[src/rtl/gamepad_pkg.sv]
// Shared types and constants for the NES-style serial gamepad reader.
package gamepad_pkg;

    typedef enum logic [2:0] {
        IDLE,
        LATCH,
        LOW,
        HIGH,
        DONE
    } gp_state_e;

    localparam int NUM_BUTTONS = 8;

    localparam int BTN_A      = 0;
    localparam int BTN_B      = 1;
    localparam int BTN_SELECT = 2;
    localparam int BTN_START  = 3;
    localparam int BTN_UP     = 4;
    localparam int BTN_DOWN   = 5;
    localparam int BTN_LEFT   = 6;
    localparam int BTN_RIGHT  = 7;

    // 6 us tick, 12 us latch, ~60 Hz poll at 25 MHz
    localparam int DEF_TICK_CYCLES = 150;
    localparam int DEF_LATCH_TICKS = 2;
    localparam int DEF_POLL_TICKS  = 2778;

endpackage

[src/rtl/gamepad_tick_gen.sv]
// Free-running protocol tick: one-cycle pulse every TICK_CYCLES clocks.
module gamepad_tick_gen
    import gamepad_pkg::*;
#(
    parameter int TICK_CYCLES = DEF_TICK_CYCLES
) (
    input  logic Clock,
    input  logic Reset,
    output logic tick
);

    localparam int CW = (TICK_CYCLES > 1) ? $clog2(TICK_CYCLES) : 1;

    logic [CW-1:0] cnt_q;
    logic [CW-1:0] cnt_d;

    always_comb begin
        tick  = (cnt_q == CW'(TICK_CYCLES - 1));
        cnt_d = tick ? '0 : cnt_q + CW'(1);
    end

    always_ff @(posedge Clock or negedge Reset) begin
        if (!Reset) begin
            cnt_q <= '0;
        end else begin
            cnt_q <= cnt_d;
        end
    end

endmodule

[src/rtl/gamepad_controller.sv]
// Polls an NES shift-register pad and publishes an active-high button vector.
//   state | meaning
//   IDLE  | waiting for the poll period to elapse
//   LATCH | GLatch high, pad loads its buttons
//   LOW   | GPulse low, sample current bit on closing tick
//   HIGH  | GPulse high, pad shifts to next bit
//   DONE  | shadow copied to GamePad, back to IDLE
module gamepad_controller
    import gamepad_pkg::*;
#(
    parameter int TICK_CYCLES = DEF_TICK_CYCLES,
    parameter int LATCH_TICKS = DEF_LATCH_TICKS,
    parameter int POLL_TICKS  = DEF_POLL_TICKS
) (
    input  logic                   Clock,
    input  logic                   Reset,
    input  logic                   GamePadData,
    output logic [NUM_BUTTONS-1:0] GamePad,
    output logic                   GPulse,
    output logic                   GLatch
);

    localparam int PW = $clog2(POLL_TICKS + 1);
    localparam int LW = $clog2(LATCH_TICKS + 1);

    logic tick;

    logic                   sync1_q, sync2_q;
    gp_state_e              state_q, state_d;
    logic [PW-1:0]          poll_cnt_q, poll_cnt_d;
    logic [LW-1:0]          latch_cnt_q, latch_cnt_d;
    logic [2:0]             bit_idx_q, bit_idx_d;
    logic [NUM_BUTTONS-1:0] shadow_q, shadow_d;
    logic [NUM_BUTTONS-1:0] gamepad_q, gamepad_d;
    logic                   glatch_q, glatch_d;
    logic                   gpulse_q, gpulse_d;
    logic                   polled_q, polled_d;

    gamepad_tick_gen #(
        .TICK_CYCLES(TICK_CYCLES)
    ) u_tick_gen (
        .Clock(Clock),
        .Reset(Reset),
        .tick (tick)
    );

    always_comb begin
        state_d     = state_q;
        poll_cnt_d  = poll_cnt_q;
        latch_cnt_d = latch_cnt_q;
        bit_idx_d   = bit_idx_q;
        shadow_d    = shadow_q;
        gamepad_d   = gamepad_q;
        polled_d    = polled_q;

        // Saturating so a long stall can never alias into an early poll
        if (tick && (poll_cnt_q < PW'(POLL_TICKS))) begin
            poll_cnt_d = poll_cnt_q + PW'(1);
        end

        case (state_q)
            IDLE: begin
                if (tick && (!polled_q || (poll_cnt_q >= PW'(POLL_TICKS - 1)))) begin
                    state_d     = LATCH;
                    poll_cnt_d  = '0;
                    latch_cnt_d = '0;
                    polled_d    = 1'b1;
                end
            end
            LATCH: begin
                if (tick) begin
                    if (latch_cnt_q == LW'(LATCH_TICKS - 1)) begin
                        state_d   = LOW;
                        bit_idx_d = 3'd0;
                    end else begin
                        latch_cnt_d = latch_cnt_q + LW'(1);
                    end
                end
            end
            LOW: begin
                if (tick) begin
                    shadow_d[bit_idx_q] = ~sync2_q;
                    state_d             = HIGH;
                end
            end
            HIGH: begin
                if (tick) begin
                    if (bit_idx_q == 3'd7) begin
                        state_d   = DONE;
                        gamepad_d = shadow_q;
                    end else begin
                        bit_idx_d = bit_idx_q + 3'd1;
                        state_d   = LOW;
                    end
                end
            end
            DONE: begin
                state_d = IDLE;
            end
            default: begin
                state_d = IDLE;
            end
        endcase

        glatch_d = (state_d == LATCH);
        gpulse_d = (state_d == HIGH);
    end

    always_ff @(posedge Clock or negedge Reset) begin
        if (!Reset) begin
            sync1_q     <= 1'b1;
            sync2_q     <= 1'b1;
            state_q     <= IDLE;
            poll_cnt_q  <= '0;
            latch_cnt_q <= '0;
            bit_idx_q   <= '0;
            shadow_q    <= '0;
            gamepad_q   <= '0;
            glatch_q    <= 1'b0;
            gpulse_q    <= 1'b0;
            polled_q    <= 1'b0;
        end else begin
            sync1_q     <= GamePadData;
            sync2_q     <= sync1_q;
            state_q     <= state_d;
            poll_cnt_q  <= poll_cnt_d;
            latch_cnt_q <= latch_cnt_d;
            bit_idx_q   <= bit_idx_d;
            shadow_q    <= shadow_d;
            gamepad_q   <= gamepad_d;
            glatch_q    <= glatch_d;
            gpulse_q    <= gpulse_d;
            polled_q    <= polled_d;
        end
    end

    assign GamePad = gamepad_q;
    assign GLatch  = glatch_q;
    assign GPulse  = gpulse_q;

endmodule

[config.mk]
export PLATFORM = sky130hd
export DESIGN_NAME = gamepad_controller
export DESIGN_NICKNAME = d
export VERILOG_FILES = /design/src/rtl/gamepad_pkg.sv /design/src/rtl/gamepad_tick_gen.sv /design/src/rtl/gamepad_controller.sv
export SDC_FILE = /design/constraint.sdc
export NUM_CORES = 1
export LEC_CHECK = 0
export BUFFER_PORTS_ARGS = -buffer_cell sky130_fd_sc_hd__buf_2
export CORE_ASPECT_RATIO = 1.5
export CORE_MARGIN = 1
export CORE_UTILIZATION = 30
export DETAILED_ROUTE_END_ITERATION = 12
export GPL_TIMING_DRIVEN = 0
export SLEW_MARGIN = 20
export SYNTH_ARGS = -nofsm -noshare
export SYNTH_HDL_FRONTEND = slang
export SYNTH_SLANG_ARGS = --single-unit
[constraint.sdc]
create_clock -name Clock -period 5.7 [get_ports Clock]
set_clock_uncertainty 0.2 [all_clocks]
set_input_delay 1.425 -clock Clock [delete_from_list [all_inputs] [get_ports Clock]]
set_output_delay 1.425 -clock Clock [all_outputs]
set_load 0.02 [all_outputs]
Word-level counts from Yosys, hierarchy flattened
Cells that the tools add are included.
{ "word_totals": {"reg_bits": 49, "latchBits": 0, "ram_bits": 0, "mem_bits_ro": 0, "input_bits": 3, "out_inout_bits": 10, "elab_cells": 71, "mem_count": 0} }
{ "op_classes": {"n_addsub": 4, "n_mul": 0, "div_mod_pow": 0, "magnitude_cmp": 4, "n_eq_ne": 14, "n_shift": 0, "n_mux": 23, "bitwise": 1, "reduce_logical": 13} }
{ "op_table": {"columns": ["operator", "n"], "rows": [
  ["12-bit two-way mux", 3],
  ["3-bit two-way mux", 10],
  ["12-bit by 1-bit adder with 12-bit output (second input constant)", 1],
  ["12-bit greater-or-equal comparator (second input constant)", 1],
  ["12-bit less-than comparator (second input constant)", 1],
  ["2-bit != test (second input constant)", 6],
  ["3-bit case mux with 4 select lines", 1],
  ["3-bit by 2-bit == test with 1-bit output (second input constant)", 3],
  ["8-bit by 1-bit adder with 8-bit output (second input constant)", 1],
  ["8-bit bitwise mux", 1],
  ["8-bit == test (second input constant)", 1],
  ["8-bit two-way mux", 1],
  ["3-bit by 1-bit == test with 1-bit output (second input constant)", 2],
  ["2-bit two-way mux", 3],
  ["3-bit case mux with 2 select lines", 1],
  ["5-bit AND reduction", 1],
  ["3-bit by 4-bit less-than comparator with 1-bit output (second input constant)", 1],
  ["2-bit case mux with 2 select lines", 1],
  ["2-bit AND reduction", 2],
  ["4-bit AND reduction", 1],
  ["2-bit nonzero test", 2],
  ["3-bit by 1-bit adder with 3-bit output (second input constant)", 1],
  ["1-bit demux with 3-bit select", 1],
  ["3-bit == test (second input constant)", 1],
  ["10 further kinds", 12]
]} }

Logic depth before layout (Yosys ltp)
Gate-level depths: netlist (run 1).
{ "depth": {"depth_word": 6, "depth_mapped": 8, "depth_no_buf": 7} }

Modules after synthesis
Synthesis (run 1) repeated with hierarchy kept, for this count alone.
{ "unflattened": {"hier_cells": 223, "hier_area_um2": 2366.0} }
{ "modules_own_cells": {"columns": ["mod", "instances", "cells_each", "area_per_inst_um2", "seq_area_each_um2"], "rows": [
  ["gamepad_controller", 1, 191, 1979.4, 1028.5],
  ["gamepad_tick_gen", 1, 32, 386.6, 200.2]
]} }

Worst setup path before layout (run 1)
Ideal clock, no wire load.
{ "synth_path": {"kind": "reg-to-reg", "startpoint": "register u_tick_gen.cnt_q[1]", "endpoint": "register shadow_q[4]", "setup_ns": 0.079, "arrival_time_ns": 2.076, "required_ns": 5.421, "setup_slack_ns": 3.345, "stages_incl_launch_ff": 9, "path_buffers": 1, "period_less_slack_ns": 2.355, "cell_sequence": "dfrtp_1 > inv_1 > ha_1 > or3b_4 > or3_4 > or3_1 > buf_2 > nor3b_2 > mux2i_1"} }
{ "synth_between": {"elab_chain_cells": 2} }
{ "synth_lines": {"columns": ["element", "line_no", "source"], "rows": [
  ["from (decl)", "gamepad_tick_gen.sv:14", "logic [CW-1:0] cnt_q;"],
  ["from (signal assigned)", "gamepad_tick_gen.sv:26", "cnt_q <= cnt_d;"],
  ["8-bit == test", "gamepad_tick_gen.sv:18", "tick = (cnt_q == CW'(TICK_CYCLES - 1));"],
  ["2-bit AND reduction (no source line)", null, null],
  ["to (signal assigned)", "gamepad_controller.sv:129", "shadow_q <= shadow_d;"],
  ["to (decl)", "gamepad_controller.sv:33", "logic [NUM_BUTTONS-1:0] shadow_q, shadow_d;"]
]} }
Every way passes these cells.
A chain may end at the register's enable or synchronous reset.

Final worst setup path (run 1)
Same ends and word-level chain as after synthesis.

==> results.py, run 1 <==
metrics = {
    "yosys": {
        "avgSynthCellArea_um2": 9.95,
        "syn_area_um2": 2370,
        "synth.ff_latch_count": 49,
        "synth_cell_types": 46,
        "synth-main-ff-cell": "dfrtp_1",
        "synth_edf_count": 0,
        "ys_seq_area_share_pct": 51.9,
        "syn_inst": 238,
        "ys.warnings.count": 0,
        "syn-num-nets": 249,
        "synthArstFlopShare_pct": 100,
    },
    "setup_path": {
        "critical_path_buf_inv_count": 2,
        "path_cells": "inv_1 -> ha_1 -> or3b_4 -> or3_4 -> or3_1 -> buf_2 -> nor3b_2 -> mux2i_1",
        "arrival_ps": 2490,
        "cp_max_fo": 7,
        "worst_ep_required_time_ps": 5710,
        "crit_family": "simple AND/OR/NAND/NOR gates",
        "crit_type": "reg2reg",
        "worstSetupStartpointType": "flip-flop",
        "critPathSlowestCell": "dfrtp_1",
        "critPathMaxStageDelay_ps": 400,
        "worst_setup_path_end_kind": "flip-flop",
    },
    "min_path": {
        "hold_path_class": "reg2reg",
    },
    "grt": {
        "grt_pass1_wl_um": 7400,
        "antenna_found_initial": 0,
        "grt.total_usage_pct": 11.3,
        "grt_max_degree": 28,
        "gr-total-overflow": 0,
        "grt_pass1_vias": 1696,
    },
    "final_layout": {
        "layout.cells.non_filler": 361,
        "area_growth_pct": 16.1,
        "final_cell_mix": "dfrtp_1 (47), nand2_1 (25), nor2_1 (20), o21ai_0 (16), buf_2 (14)",
        "finalInstanceArea_um2": 2750,
        "final_common_cell": "dfrtp_1",
        "fin_nets": 269,
        "diodes": 0,
        "drive_gt1_share_pct": 12.7,
        "nFillCells": 786,
    },
    "detailed_routing": {
        "wl_per_cell_um": 11.7,
        "firstDrtPassIters": 4,
        "vias_per_cell": 4.74,
        "vias": 1711,
        "routed_wl_um": 4210,
        "drcViolationCount": 0,
        "drt_iter0_drc": 79,
        "postRouteAntennaNets": 0,
    },
    "floorplanning": {
        "num_io_pins": 13,
        "die_area_um2": 8260,
        "initial_core_util_pct": 31.1,
        "die_w_um": 74.5,
        "rows": 39,
        "core_area_um2": 7610,
        "die_h_um": 111,
    },
    "cts": {
        "tritoncts": "done",
        "cts_resized": 0,
        "cts.sinks": 49,
        "root_buffer": "clkbuf_16",
        "postCtsSetupRepairBufs": 0,
        "cts_max_level": 2,
        "cts.clk_slew.worst_paths_ps": 60,
        "worstSkewPairLatency_ps": 280,
        "cts_buffers": 5,
        "holdBufCountCts": 0,
        "clk_path_buf_depth": 2,
    },
    "place": {
        "port-buffer-count": 12,
        "dpl.hpwl_um": 3250,
        "routabilityCongestion": 0.778,
        "dp.cells": 353,
        "placed_area_um2": 2570,
    },
    "power_and_ir_drop": {
        "vdd_ir_drop_max_mv": 0.104,
        "power.leakage_nw": 1.19,
        "power_w": 0.000697,
        "powerDensity_nw_per_um2": 254,
    },
    "timing": {
        "min_period_ps": 2480,
        "clock.fmax_ghz": 0.403,
        "setup_tns_ps": 0,
        "drv_slew": 0,
        "hold_ws_ps": 155,
        "setup-violations-final": 0,
        "rsz0062_at_grt": "no",
        "finalCritPeriodShare_pct": 43.5,
        "hold_violations": 0,
        "slew_headroom_pct": 49.0,
        "tightest_slew_ps": 757,
    },
    "outcome": {
        "status": "finished, final reports clean",
    },
    "run": {
        "max_cap_viol_count": 0,
    },
}
[state kept, by name, summed over array words and instances (netlist names)]
name,count
sync2_q,1
state_q,3
shadow_q,8
u_tick_gen.cnt_q,8
polled_q,1
GPulse,1
bit_idx_q,3
GLatch,1
GamePad,8
poll_cnt_q,12
sync1_q,1
latch_cnt_q,2
[per-layer routing]
layer  vias to the layer above  GRT usage (%)  wire [µm]
li1                        861              -          -
met3                         6           2.55        101
met1                       823           11.9       1750
met2                        21           20.9       2290
met5                         -              0          0
met4                         0           4.03         60
[final cells by class]
type,count,area [µm²],area share [%]
inverters,12,45.0,1.64
plain buffers,13,51.3,1.87
flip-flops and latches,49,1230,44.7
clock inverters,1,30.0,1.09
multi-input cells,164,1040,37.9
well taps,102,128,4.64
repair buffers,13,80.1,2.91
clock buffers,7,143,5.19
[cell usage after synthesis (2+ instances only)]
cell	count	area, µm²
buf_1	3	11.3
nor3_1	11	55.1
o31ai_1	3	22.5
inv_1	12	45.0
o21ai_0	16	80.1
nand2_1	25	93.8
and3_1	3	18.8
nand4_1	3	18.8
a21oi_1	6	30.0
mux2i_1	6	60.1
dfrtp_1	47	1180
nand2b_1	2	12.5
clkbuf_1	8	30.0
xnor2_1	12	105
nand3b_1	2	15.0
nor2_1	20	75.1
nor4_1	2	12.5
dfstp_2	2	52.6
o21a_1	2	15.0
nor3b_1	2	15.0
buf_2	2	10.0
nand4b_1	2	17.5
xor2_1	3	26.3
ha_1	8	100
or2_2	4	25.0
or3_1	2	12.5
nand3_1	10	50.1
a22o_1	2	17.5
[power breakdown]
group | internal [W] | switching, W | total [W] | leakage (nW)
logic | 0.00000208 | 0.00000776 | 0.00000984 | 0.446
registers | 0.000349 | 0.000000158 | 0.000349 | 0.664
clock network | 0.000219 | 0.000119 | 0.000338 | 0.0841
total | 0.000570 | 0.000127 | 0.000697 | 1.19
[per-stage QoR]
| stage | setup slack [ps] | utilization, % |
|---|---|---|
| floorplan | 3350 | - |
| global placement | 3090 | 33.6 |
| detailed placement | 3210 | 33.8 |
| CTS | 3190 | 36.1 |
| global route | 3110 | 36.1 |
| finish | 3220 | 36.1 |
[kinds of logic (layout without fill, tap and decap cells)]
group / count (synthesis) / after routing / share of synthesized area, %
mux: 7 / 7 / 3.01
fa+ha+maj: 8 / 8 / 4.23
compound gates: 37 / 37 / 9.83
buf+inv: 25 / 46 / 4.07
flops: 49 / 49 / 51.9
simple gates: 97 / 97 / 21.4
xor+xnor: 15 / 15 / 5.55
[worst paths after layout]
kind	cells past startpoint	end	start	slack [ps]
max	8	shadow_q[4]$_DFFE_PN0P_	u_tick_gen.cnt_q[1]$_DFF_PN0_	3220
min	0	sync2_q$_DFF_PN1_	sync1_q$_DFF_PN1_	160
max reg2reg	8	shadow_q[4]$_DFFE_PN0P_	u_tick_gen.cnt_q[1]$_DFF_PN0_	3220
min reg2reg	0	sync2_q$_DFF_PN1_	sync1_q$_DFF_PN1_	160
max in group asynchronous	2	sync1_q$_DFF_PN1_	Reset	3770
min in group asynchronous	1	shadow_q[2]$_DFFE_PN0P_	Reset	920
[worst register-to-register path, stage by stage (launching register included)]
cell and delay, ps:
dfrtp_1 400, inv_1 70, ha_1 130, or3b_4 400, or3_4 360, or3_1 300, buf_2 170, nor3b_2 180
mux2i_1 200
(Power assumes the default switching activity.)
==> run 2, diff against run 1 <==
- clock period: 5.7 -> 2.32 ns (I/O delays scaled with it)
==> run 2 against run 1 <==
  * The flow now finishes with violations (setup timing)
  * Setup slack worse by 3300 ps
  * First-iteration DRC count down 38%
  * Sequential share of layout area down 2.7 points
  * Routed wire length up 7.9%
  * Clock-buffer cell count unchanged
  * Cell area up 6.5%
  * Register-to-register slack worse by 3300 ps
  * Largest power group unchanged
  * Highest routed layer unchanged
==> results.py, run 2 (same netlist as run 1, synthesis figures left out) <==
metrics = {
    "grt": {
        "use_met3_pct": 2.18,
        "antenna_found_initial": 0,
        "use_met1_pct": 13.5,
        "grt_pass1_wl_um": 7710,
        "grt_pass1_vias": 1737,
        "met2_usage_pct": 21.1,
        "grt.busiest_layer": "met2",
        "grt_max_degree": 50,
        "grt.total_usage_pct": 11.7,
        "gr-total-overflow": 0,
    },
    "place": {
        "routabilityCongestion": 0.776,
        "dpl.hpwl_um": 3040,
        "placed_area_um2": 2550,
        "port-buffer-count": 12,
    },
    "detailed_routing": {
        "postRouteAntennaNets": 0,
        "drcViolationCount": 0,
        "drt_iter0_drc": 49,
        "firstDrtPassIters": 4,
        "vias": 1743,
        "wl_per_cell_um": 12.2,
        "routed_wl_um": 4540,
        "vias_per_cell": 4.70,
    },
    "floorplanning": {
        "die_area_um2": 8260,
        "rows": 39,
        "die_h_um": 111,
        "die_w_um": 74.5,
        "core_area_um2": 7610,
        "num_io_pins": 13,
        "initial_core_util_pct": 31.1,
    },
    "timing": {
        "clock.fmax_ghz": 0.411,
        "min_period_ps": 2430,
        "finalCritPeriodShare_pct": 105,
        "drv_slew": 0,
        "hold_violations": 0,
        "tightest_slew_ps": 730,
        "setup-violations-final": 11,
        "fin_ws_ps": -111,
        "rsz0062_at_grt": "yes",
        "slew_headroom_pct": 50.9,
    },
    "final_layout": {
        "area_growth_pct": 23.6,
        "largest_register_ffs": 12,
        "final_common_cell": "dfrtp_1",
        "diodes": 0,
        "finalInstanceArea_um2": 2930,
        "nFillCells": 775,
        "final_cell_mix": "dfrtp_1 (47), nand2_1 (25), nor2_1 (19), o21ai_0 (15)",
        "largest_register": "poll_cnt_q",
        "fin_nets": 279,
        "drive_gt1_share_pct": 21.9,
    },
    "outcome": {
        "violations": "setup timing",
        "status": "finished with violations",
    },
    "power_and_ir_drop": {
        "power_w": 0.00172,
        "power.leakage_nw": 1.26,
        "powerDensity_nw_per_um2": 586,
        "vdd_ir_drop_max_mv": 0.330,
    },
    "setup_path": {
        "critPathMaxStageDelay_ps": 390,
        "path_cells": "inv_1 -> ha_1 -> or3b_4 -> or3_4 -> or3_1 -> buf_6 -> buf_4 -> o21ai_2 -> o31ai_2",
        "arrival_ps": 2390,
        "crit_type": "reg2reg",
        "worst_setup_path_end_kind": "flip-flop",
        "worstSetupStartpointType": "flip-flop",
        "cp_max_fo": 6,
        "critPathSlowestCell": "dfrtp_1",
        "worst_ep_required_time_ps": 2280,
    },
    "cts": {
        "root_buffer": "clkbuf_16",
        "cts.sinks": 49,
        "clk_path_buf_depth": 2,
        "cts_max_level": 2,
        "holdBufCountCts": 0,
        "cts.clk_slew.worst_paths_ps": 60,
        "cts_buffers": 5,
        "worstSkewPairLatency_ps": 280,
        "tritoncts": "done",
    },
    "min_path": {
        "hold_path_class": "in2async",
    },
    "run": {
        "max_cap_viol_count": 0,
    },
}
-- run 2: final cells by class --
| class | count | area (µm²) | area share (%) |
|---|---|---|---|
| flip-flops and latches | 49 | 1230 | 42.0 |
| clock inverters | 1 | 30.0 | 1.03 |
| clock buffers | 7 | 143 | 4.88 |
| well taps | 102 | 128 | 4.36 |
| repair buffers | 23 | 145 | 4.96 |
| multi-input cells | 164 | 1140 | 38.9 |
| inverters | 12 | 45.0 | 1.54 |
| plain buffers | 13 | 67.6 | 2.31 |
-- run 2: where the power goes --
part,switching [W],internal (W),leakage (nW)
Clock,0.000298,0.000538,0.0841
Sequential,0.000000416,0.000857,0.664
Combinational,0.0000187,0.00000224,0.516
-- run 2: repair_timing --
action | in CTS | in global routing
pin swaps | 1 | 2
buffers inserted | 6 | 4
setup endpoints to repair | 16 | 32
cloned | 0 | 1
gates resized for setup | 14 | 15
-- run 2: path summary, 6_finish.rpt --
kind | from | end | slack (ps) | cells after the start
max | u_tick_gen.cnt_q[1]$_DFF_PN0_ | shadow_q[6]$_DFFE_PN0P_ | -110 | 9
min | Reset | GamePad[2]$_DFFE_PN0P_ | 90 | 1
max reg2reg | u_tick_gen.cnt_q[1]$_DFF_PN0_ | shadow_q[6]$_DFFE_PN0P_ | -110 | 9
min reg2reg | sync1_q$_DFF_PN1_ | sync2_q$_DFF_PN1_ | 160 | 0
max in group asynchronous | Reset | poll_cnt_q[2]$_DFF_PN0_ | 1380 | 1
min in group Clock | sync1_q$_DFF_PN1_ | sync2_q$_DFF_PN1_ | 160 | 0
-- run 2: stage by stage --
| step | utilization [%] | instances | hold slack [ps] | setup TNS (ps) | worst slack, ps |
|---|---|---|---|---|---|
| finish | 38.4 | 371 | 92.1 | -616 | -111 |
| global route | 38.4 | 371 | 161 | -2210 | -202 |
| CTS | 37.3 | 366 | 158 | -183 | -90.7 |
| detailed placement | 33.6 | 352 | 149 | -879 | -143 |
| global placement | 33.6 | 352 | 147 | -806 | -119 |
| floorplan | - | 238 | 84.4 | -48.0 | -34.9 |
-- run 2: critical path, delay by kind of cell (launching register included) --
| kind | cells | cell delay, ps |
|---|---|---|
| and+or+nand+nor | 3 | 1070 |
| AOI/OAI and AO/OA | 2 | 200 |
| buffers and inverters | 3 | 340 |
| adders and majority gates | 1 | 120 |
| DFF | 1 | 390 |
-- run 2: per-layer routing --
metal  vias to the layer above  wire length [µm]
met1                       836              1890
met5                         -                 0
li1                        881                 -
met4                         0                56
met3                         5               105
met2                        21              2490
